## config.mk

```make
export PLATFORM = sky130hd
export DESIGN_NAME = hex2ascii_stream
export DESIGN_NICKNAME = d
export VERILOG_FILES = /design/src/rtl/hex2ascii_stream.sv
export SDC_FILE = /design/constraint.sdc
export NUM_CORES = 1
export LEC_CHECK = 0
export ABC_AREA = 1
export CORE_ASPECT_RATIO = 0.7
export CORE_MARGIN = 2
export CORE_UTILIZATION = 35
export DETAILED_ROUTE_END_ITERATION = 8
export GPL_TIMING_DRIVEN = 0
export REMOVE_ABC_BUFFERS = 1
export SYNTH_ARGS = -nofsm -noshare
export SYNTH_HDL_FRONTEND = slang
export SYNTH_SLANG_ARGS = --single-unit
```

## constraint.sdc

```tcl
create_clock -name clk -period 3 [get_ports clk]
set_input_delay 0.45 -clock clk [delete_from_list [all_inputs] [get_ports clk]]
set_output_delay 0.45 -clock clk [all_outputs]
set_load 0.03 [all_outputs]
```

## src/rtl/hex2ascii_stream.sv

```systemverilog
// Streams an N-nibble hex word out as 7-bit ASCII characters, most significant nibble first.
// Optional "0x" prefix per word when HEX2ASCII_PREFIX_EN is defined.
module hex2ascii_stream #(
    parameter int NIBBLES = 4
) (
    input  logic                   clk,
    input  logic                   rst,
    input  logic                   in_valid,
    output logic                   in_ready,
    input  logic [4*NIBBLES-1:0]   in_data,
    input  logic                   in_lower,
    input  logic                   in_zsup,
    output logic                   out_valid,
    input  logic                   out_ready,
    output logic [6:0]             out_char,
    output logic                   out_last
);

    localparam int CW = (NIBBLES > 1) ? $clog2(NIBBLES) : 1;

`ifdef HEX2ASCII_PREFIX_EN
    typedef enum logic [1:0] {S_IDLE, S_PRE0, S_PRE1, S_DIGIT} state_t;
    localparam state_t FIRST_STATE = S_PRE0;
`else
    typedef enum logic [1:0] {S_IDLE, S_DIGIT} state_t;
    localparam state_t FIRST_STATE = S_DIGIT;
`endif

    state_t                 state, state_n;
    logic [CW-1:0]          idx, idx_n;
    logic [4*NIBBLES-1:0]   data_r;
    logic                   lower_r;
    logic                   load;
    logic                   accept;
    logic                   out_hs;
    logic [3:0]             nib;

    function automatic logic [6:0] encode(input logic [3:0] d, input logic lower);
        logic [6:0] base;
        if (d <= 4'd9)
            base = 7'h30;
        else if (lower)
            base = 7'h57;
        else
            base = 7'h37;
        return base + {3'b000, d};
    endfunction

    // Highest nonzero nibble wins; an all-zero word still emits its nibble 0.
    function automatic logic [CW-1:0] start_idx(input logic [4*NIBBLES-1:0] d,
                                                input logic zsup);
        logic [CW-1:0] r;
        r = '0;
        if (!zsup) begin
            r = CW'(NIBBLES - 1);
        end else begin
            for (int i = 0; i < NIBBLES; i++)
                if (d[4*i +: 4] != 4'h0)
                    r = CW'(i);
        end
        return r;
    endfunction

    assign out_valid = (state != S_IDLE);
    assign out_last  = (state == S_DIGIT) && (idx == '0);
    assign out_hs    = out_valid && out_ready;
    // Ready on the last handshake too, so consecutive words run without a bubble.
    assign in_ready  = (state == S_IDLE) || (out_hs && out_last);
    assign accept    = in_valid && in_ready;

    always_ff @(posedge clk or posedge rst) begin
        if (rst) begin
            state <= S_IDLE;
            idx   <= '0;
        end else begin
            state <= state_n;
            idx   <= idx_n;
        end
    end

    always_ff @(posedge clk) begin
        if (load) begin
            data_r  <= in_data;
            lower_r <= in_lower;
        end
    end

    always_comb begin
        state_n = state;
        idx_n   = idx;
        load    = 1'b0;
        case (state)
            S_IDLE: begin
                if (accept)
                    load = 1'b1;
            end
`ifdef HEX2ASCII_PREFIX_EN
            S_PRE0: begin
                if (out_hs)
                    state_n = S_PRE1;
            end
            S_PRE1: begin
                if (out_hs)
                    state_n = S_DIGIT;
            end
`endif
            S_DIGIT: begin
                if (out_hs) begin
                    if (idx != '0)
                        idx_n = idx - 1'b1;
                    else if (accept)
                        load = 1'b1;
                    else
                        state_n = S_IDLE;
                end
            end
            default: state_n = S_IDLE;
        endcase
        if (load) begin
            state_n = FIRST_STATE;
            idx_n   = start_idx(in_data, in_zsup);
        end
    end

    always_comb begin
        nib = 4'h0;
        for (int i = 0; i < NIBBLES; i++)
            if (idx == CW'(i))
                nib = data_r[4*i +: 4];
    end

    // Driven purely from registered state, so the character holds while stalled.
    always_comb begin
        out_char = 7'h00;
        case (state)
`ifdef HEX2ASCII_PREFIX_EN
            S_PRE0:  out_char = 7'h30;
            S_PRE1:  out_char = 7'h78;
`endif
            S_DIGIT: out_char = encode(nib, lower_r);
            default: out_char = 7'h00;
        endcase
    end

endmodule

```

==> run_summary.xml <==
<?xml version="1.0" encoding="UTF-8"?>
<metrics>
  <group name="sta">
    <metric name="final.setup.tns" unit="ns">-0.198</metric>
    <metric name="maxSlewViolCount" unit="">0</metric>
    <metric name="finalHoldViolCount" unit="">0</metric>
    <metric name="clock-skew-final" unit="ns">0.00743</metric>
    <metric name="rsz0062_at_grt" unit="">true</metric>
    <metric name="period_needed" unit="ns">3.08</metric>
    <metric name="final-setup-viol-count" unit="">4</metric>
    <metric name="worst_slew_margin_rel" unit="">0.552</metric>
    <metric name="layout_setup_ws" unit="ns">-0.0783</metric>
    <metric name="timing.fmax" unit="GHz">0.325</metric>
    <metric name="timing_worst_slew_pin_value" unit="ns">0.672</metric>
    <metric name="post-route-period-util" unit="">1.03</metric>
  </group>
  <group name="floorplan">
    <metric name="floorplan.die.height" unit="um">51.8</metric>
    <metric name="die_width" unit="um">72.3</metric>
    <metric name="floorplan.core_area" unit="um^2">3130</metric>
    <metric name="io_pins" unit="">32</metric>
    <metric name="initial_utilization" unit="">0.365</metric>
    <metric name="placementRows" unit="">17</metric>
    <metric name="dieArea" unit="um^2">3740</metric>
  </group>
  <group name="global_routing">
    <metric name="grt_util_met1" unit="">0.192</metric>
    <metric name="grt_util_all_layers" unit="">0.157</metric>
    <metric name="grt_antenna_before_repair" unit="">0</metric>
    <metric name="met3_usage" unit="">0.0446</metric>
    <metric name="maximum_number_of_pins_on_one_net_before_global_route_repair" unit="">18</metric>
    <metric name="grt_util_met2" unit="">0.274</metric>
    <metric name="wire_length_of_the_first_global_routing_pass" unit="um">4370</metric>
    <metric name="grt_remaining_overflow" unit="">0</metric>
    <metric name="first_global_vias" unit="">993</metric>
    <metric name="busiest_layer" unit="">met2</metric>
  </group>
  <group name="critical_path">
    <metric name="crit_path_max_fanout" unit="">5</metric>
    <metric name="cp_data_arrival_time" unit="ns">2.63</metric>
    <metric name="worst_r2r_startpoint" unit="">idx[0]</metric>
    <metric name="reg2reg_to" unit="">data_r[14]</metric>
    <metric name="worst_setup_path_end_kind" unit="">output port</metric>
    <metric name="crit_required" unit="ns">2.55</metric>
    <metric name="r2r.worst_path.cells" unit="">7</metric>
    <metric name="r2r_setup_slack" unit="ns">1.04</metric>
    <metric name="timing.critical_path.from_type" unit="">flip-flop</metric>
    <metric name="worst-setup-path-type" unit="">reg -&gt; out</metric>
  </group>
  <group name="routing">
    <metric name="viasPerCell" unit="">4.82</metric>
    <metric name="route.vias.total" unit="">978</metric>
    <metric name="drcViolationCount" unit="">0</metric>
    <metric name="wl_per_cell" unit="um">13.4</metric>
    <metric name="final_antenna_net_count" unit="">0</metric>
    <metric name="detail_route.first_pass.iterations" unit="">4</metric>
    <metric name="wirelength" unit="um">2730</metric>
    <metric name="dr.first_iter.drc_count" unit="">18</metric>
  </group>
  <group name="cts">
    <metric name="clk-insertion-delay-late" unit="ns">0.26</metric>
    <metric name="numClockSinks" unit="">20</metric>
    <metric name="cts-root-to-sink-buffers" unit="">2</metric>
    <metric name="clk_transition_reported_paths" unit="ns">0.08</metric>
    <metric name="holdBufCountCts" unit="">0</metric>
    <metric name="cts_tree" unit="">built</metric>
    <metric name="cts-htree-levels" unit="">1</metric>
    <metric name="tritoncts.num_buffers" unit="">3</metric>
    <metric name="clk_root_buffer_cell" unit="">sky130_fd_sc_hd__clkbuf_8</metric>
  </group>
  <group name="synthesis">
    <metric name="synth.top_cell.area_share" unit="">0.447</metric>
    <metric name="synth_area_per_cell" unit="um^2">9.85</metric>
    <metric name="syn_inst" unit="">116</metric>
    <metric name="yosysSeqAreaShare" unit="">0.513</metric>
    <metric name="synth.area.top_cells" unit="">sky130_fd_sc_hd__edfxtp_1 45%, sky130_fd_sc_hd__nand2_1 8.5%, sky130_fd_sc_hd__ha_1 7.7%, sky130_fd_sc_hd__dfrtp_1 6.6%, sky130_fd_sc_hd__inv_1 4.9%</metric>
    <metric name="yosys.cell_types.count" unit="">26</metric>
    <metric name="synth-seq-cells" unit="">20</metric>
    <metric name="ys.warnings.count" unit="">0</metric>
    <metric name="synth_area" unit="um^2">1140</metric>
    <metric name="synthDominantAreaCellType" unit="">sky130_fd_sc_hd__edfxtp_1</metric>
  </group>
  <group name="flow_run">
    <metric name="timing.max_cap.violations" unit="">0</metric>
  </group>
  <group name="placement">
    <metric name="gp_congestion" unit="">0.844</metric>
    <metric name="place_area" unit="um^2">1500</metric>
    <metric name="dp.final_hpwl" unit="um">1820</metric>
    <metric name="place.port_buffers" unit="">31</metric>
    <metric name="pre_cts_ws" unit="ns">-0.882</metric>
  </group>
  <group name="layout">
    <metric name="post_route_cells_drive_above_1_share" unit="">0.400</metric>
    <metric name="fin_area" unit="um^2">1840</metric>
    <metric name="diodes" unit="">0</metric>
    <metric name="area_growth_syn_to_layout" unit="%">61.4</metric>
    <metric name="final_nets" unit="">196</metric>
    <metric name="filler_cell_count" unit="">268</metric>
    <metric name="finish.utilization" unit="">0.590</metric>
  </group>
  <group name="worst_hold_path">
    <metric name="hp-class" unit="">in -&gt; async</metric>
  </group>
  <group name="status">
    <metric name="outcome" unit="">finished, violations left</metric>
    <metric name="failed_checks" unit="">negative setup slack</metric>
  </group>
</metrics>
## critical path, stage by stage (launching register included)
cell and delay [ns]:
sky130_fd_sc_hd__dfrtp_2 0.45, sky130_fd_sc_hd__buf_6 0.13, sky130_fd_sc_hd__ha_4 0.18, sky130_fd_sc_hd__a21oi_2 0.11
sky130_fd_sc_hd__nand2_1 0.09, sky130_fd_sc_hd__a21boi_2 0.22, sky130_fd_sc_hd__a21oi_4 0.11, sky130_fd_sc_hd__buf_6 0.14
sky130_fd_sc_hd__ha_4 0.14, sky130_fd_sc_hd__a21o_1 0.19, sky130_fd_sc_hd__a31oi_4 0.19, sky130_fd_sc_hd__o21ai_1 0.10
sky130_fd_sc_hd__a21oi_1 0.14, sky130_fd_sc_hd__buf_4 0.18
## stage by stage
| step | hold slack [ns] | cells |
|---|---|---|
| 6_report | 0.343 | 203 |
| 5_1_grt | 0.336 | 203 |
| 4_1_cts | 0.339 | 200 |
| 3_5_place_dp | 0.548 | 185 |
| 3_3_place_gp | 0.531 | 185 |
| 2_1_floorplan | 0.204 | 116 |
## flip-flops by register name (all words and copies together) (netlist names)
name	flops
data_r	16
state	1
idx	2
lower_r	1
## per-layer routing
| layer | share of wire | vias up |
|---|---|---|
| li1 | - | 495 |
| met1 | 0.45 | 460 |
| met2 | 0.51 | 21 |
| met3 | 0.038 | 2 |
| met4 | 0.0070 | 0 |
| met5 | 0 | - |
## Yosys cell counts (all sizes together)
master   n
ha       7
nor4     2
dfrtp    3
inv     19
fa       1
edfxtp  17
o21ai    4
nor2    13
a21oi   12
nand2   27
a21o     1
o22ai    1
a31oi    1
nand3    5
a21boi   1
nand4    1
o41ai    1
## cell type report
cell class | count | area [um^2] | share of cell area
Timing Repair Buffer | 45 | 412 | 0.223
Clock buffer | 3 | 41.3 | 0.0224
Inverter | 19 | 81.3 | 0.0441
Clock inverter | 1 | 30.0 | 0.0163
Sequential cell | 20 | 588 | 0.319
Tap cell | 38 | 47.5 | 0.0258
Multi-Input combinational cell | 77 | 644 | 0.349
## cells by family after synthesis
logic type / after synthesis / synth area share
buffers and inverters: 19 / 0.0624
AO/OA/AOI/OAI: 21 / 0.124
AND/OR/NAND/NOR: 48 / 0.207
adder cells (fa/ha/maj): 8 / 0.0942
flip-flops: 20 / 0.513
## timing repair
item                                    in CTS  in global routing
gates resized for setup                     65                 17
pin swaps                                   19                  9
endpoints found under the setup margin       7                  6
buffers inserted                            11                  3
## how the worst max path moves through the flow
stage / start / slack [ns] / to / cells past startpoint
4_1_cts: idx[1] / -0.07 / out_char[3] / 14
5_1_grt: idx[0] / -0.23 / out_char[5] / 16
2_1_floorplan: idx[0] / -0.23 / out_char[3] / 13
3_3_place_gp: idx[0] / -0.81 / out_char[5] / 16
3_5_place_dp: idx[0] / -0.88 / out_char[5] / 16
6_report: idx[1] / -0.08 / out_char[3] / 13
## cell usage in the layout, fill, tap and decap left out, drive strengths merged
master	count
dlygate4sd2	1
clkbuf	3
a21boi	1
a21oi	12
fa	1
bufinv	1
a31oi	1
nand2	27
clkdlybuf4s50	24
buf	20
o22ai	1
ha	7
nand4	1
a21o	1
o41ai	1
nor4	2
dfrtp	3
inv	19
o21ai	4
nand3	5
nor2	13
edfxtp	17
Power is not shown: default switching activity piles up to over one toggle a cycle in this logic, so the estimate is an artifact.
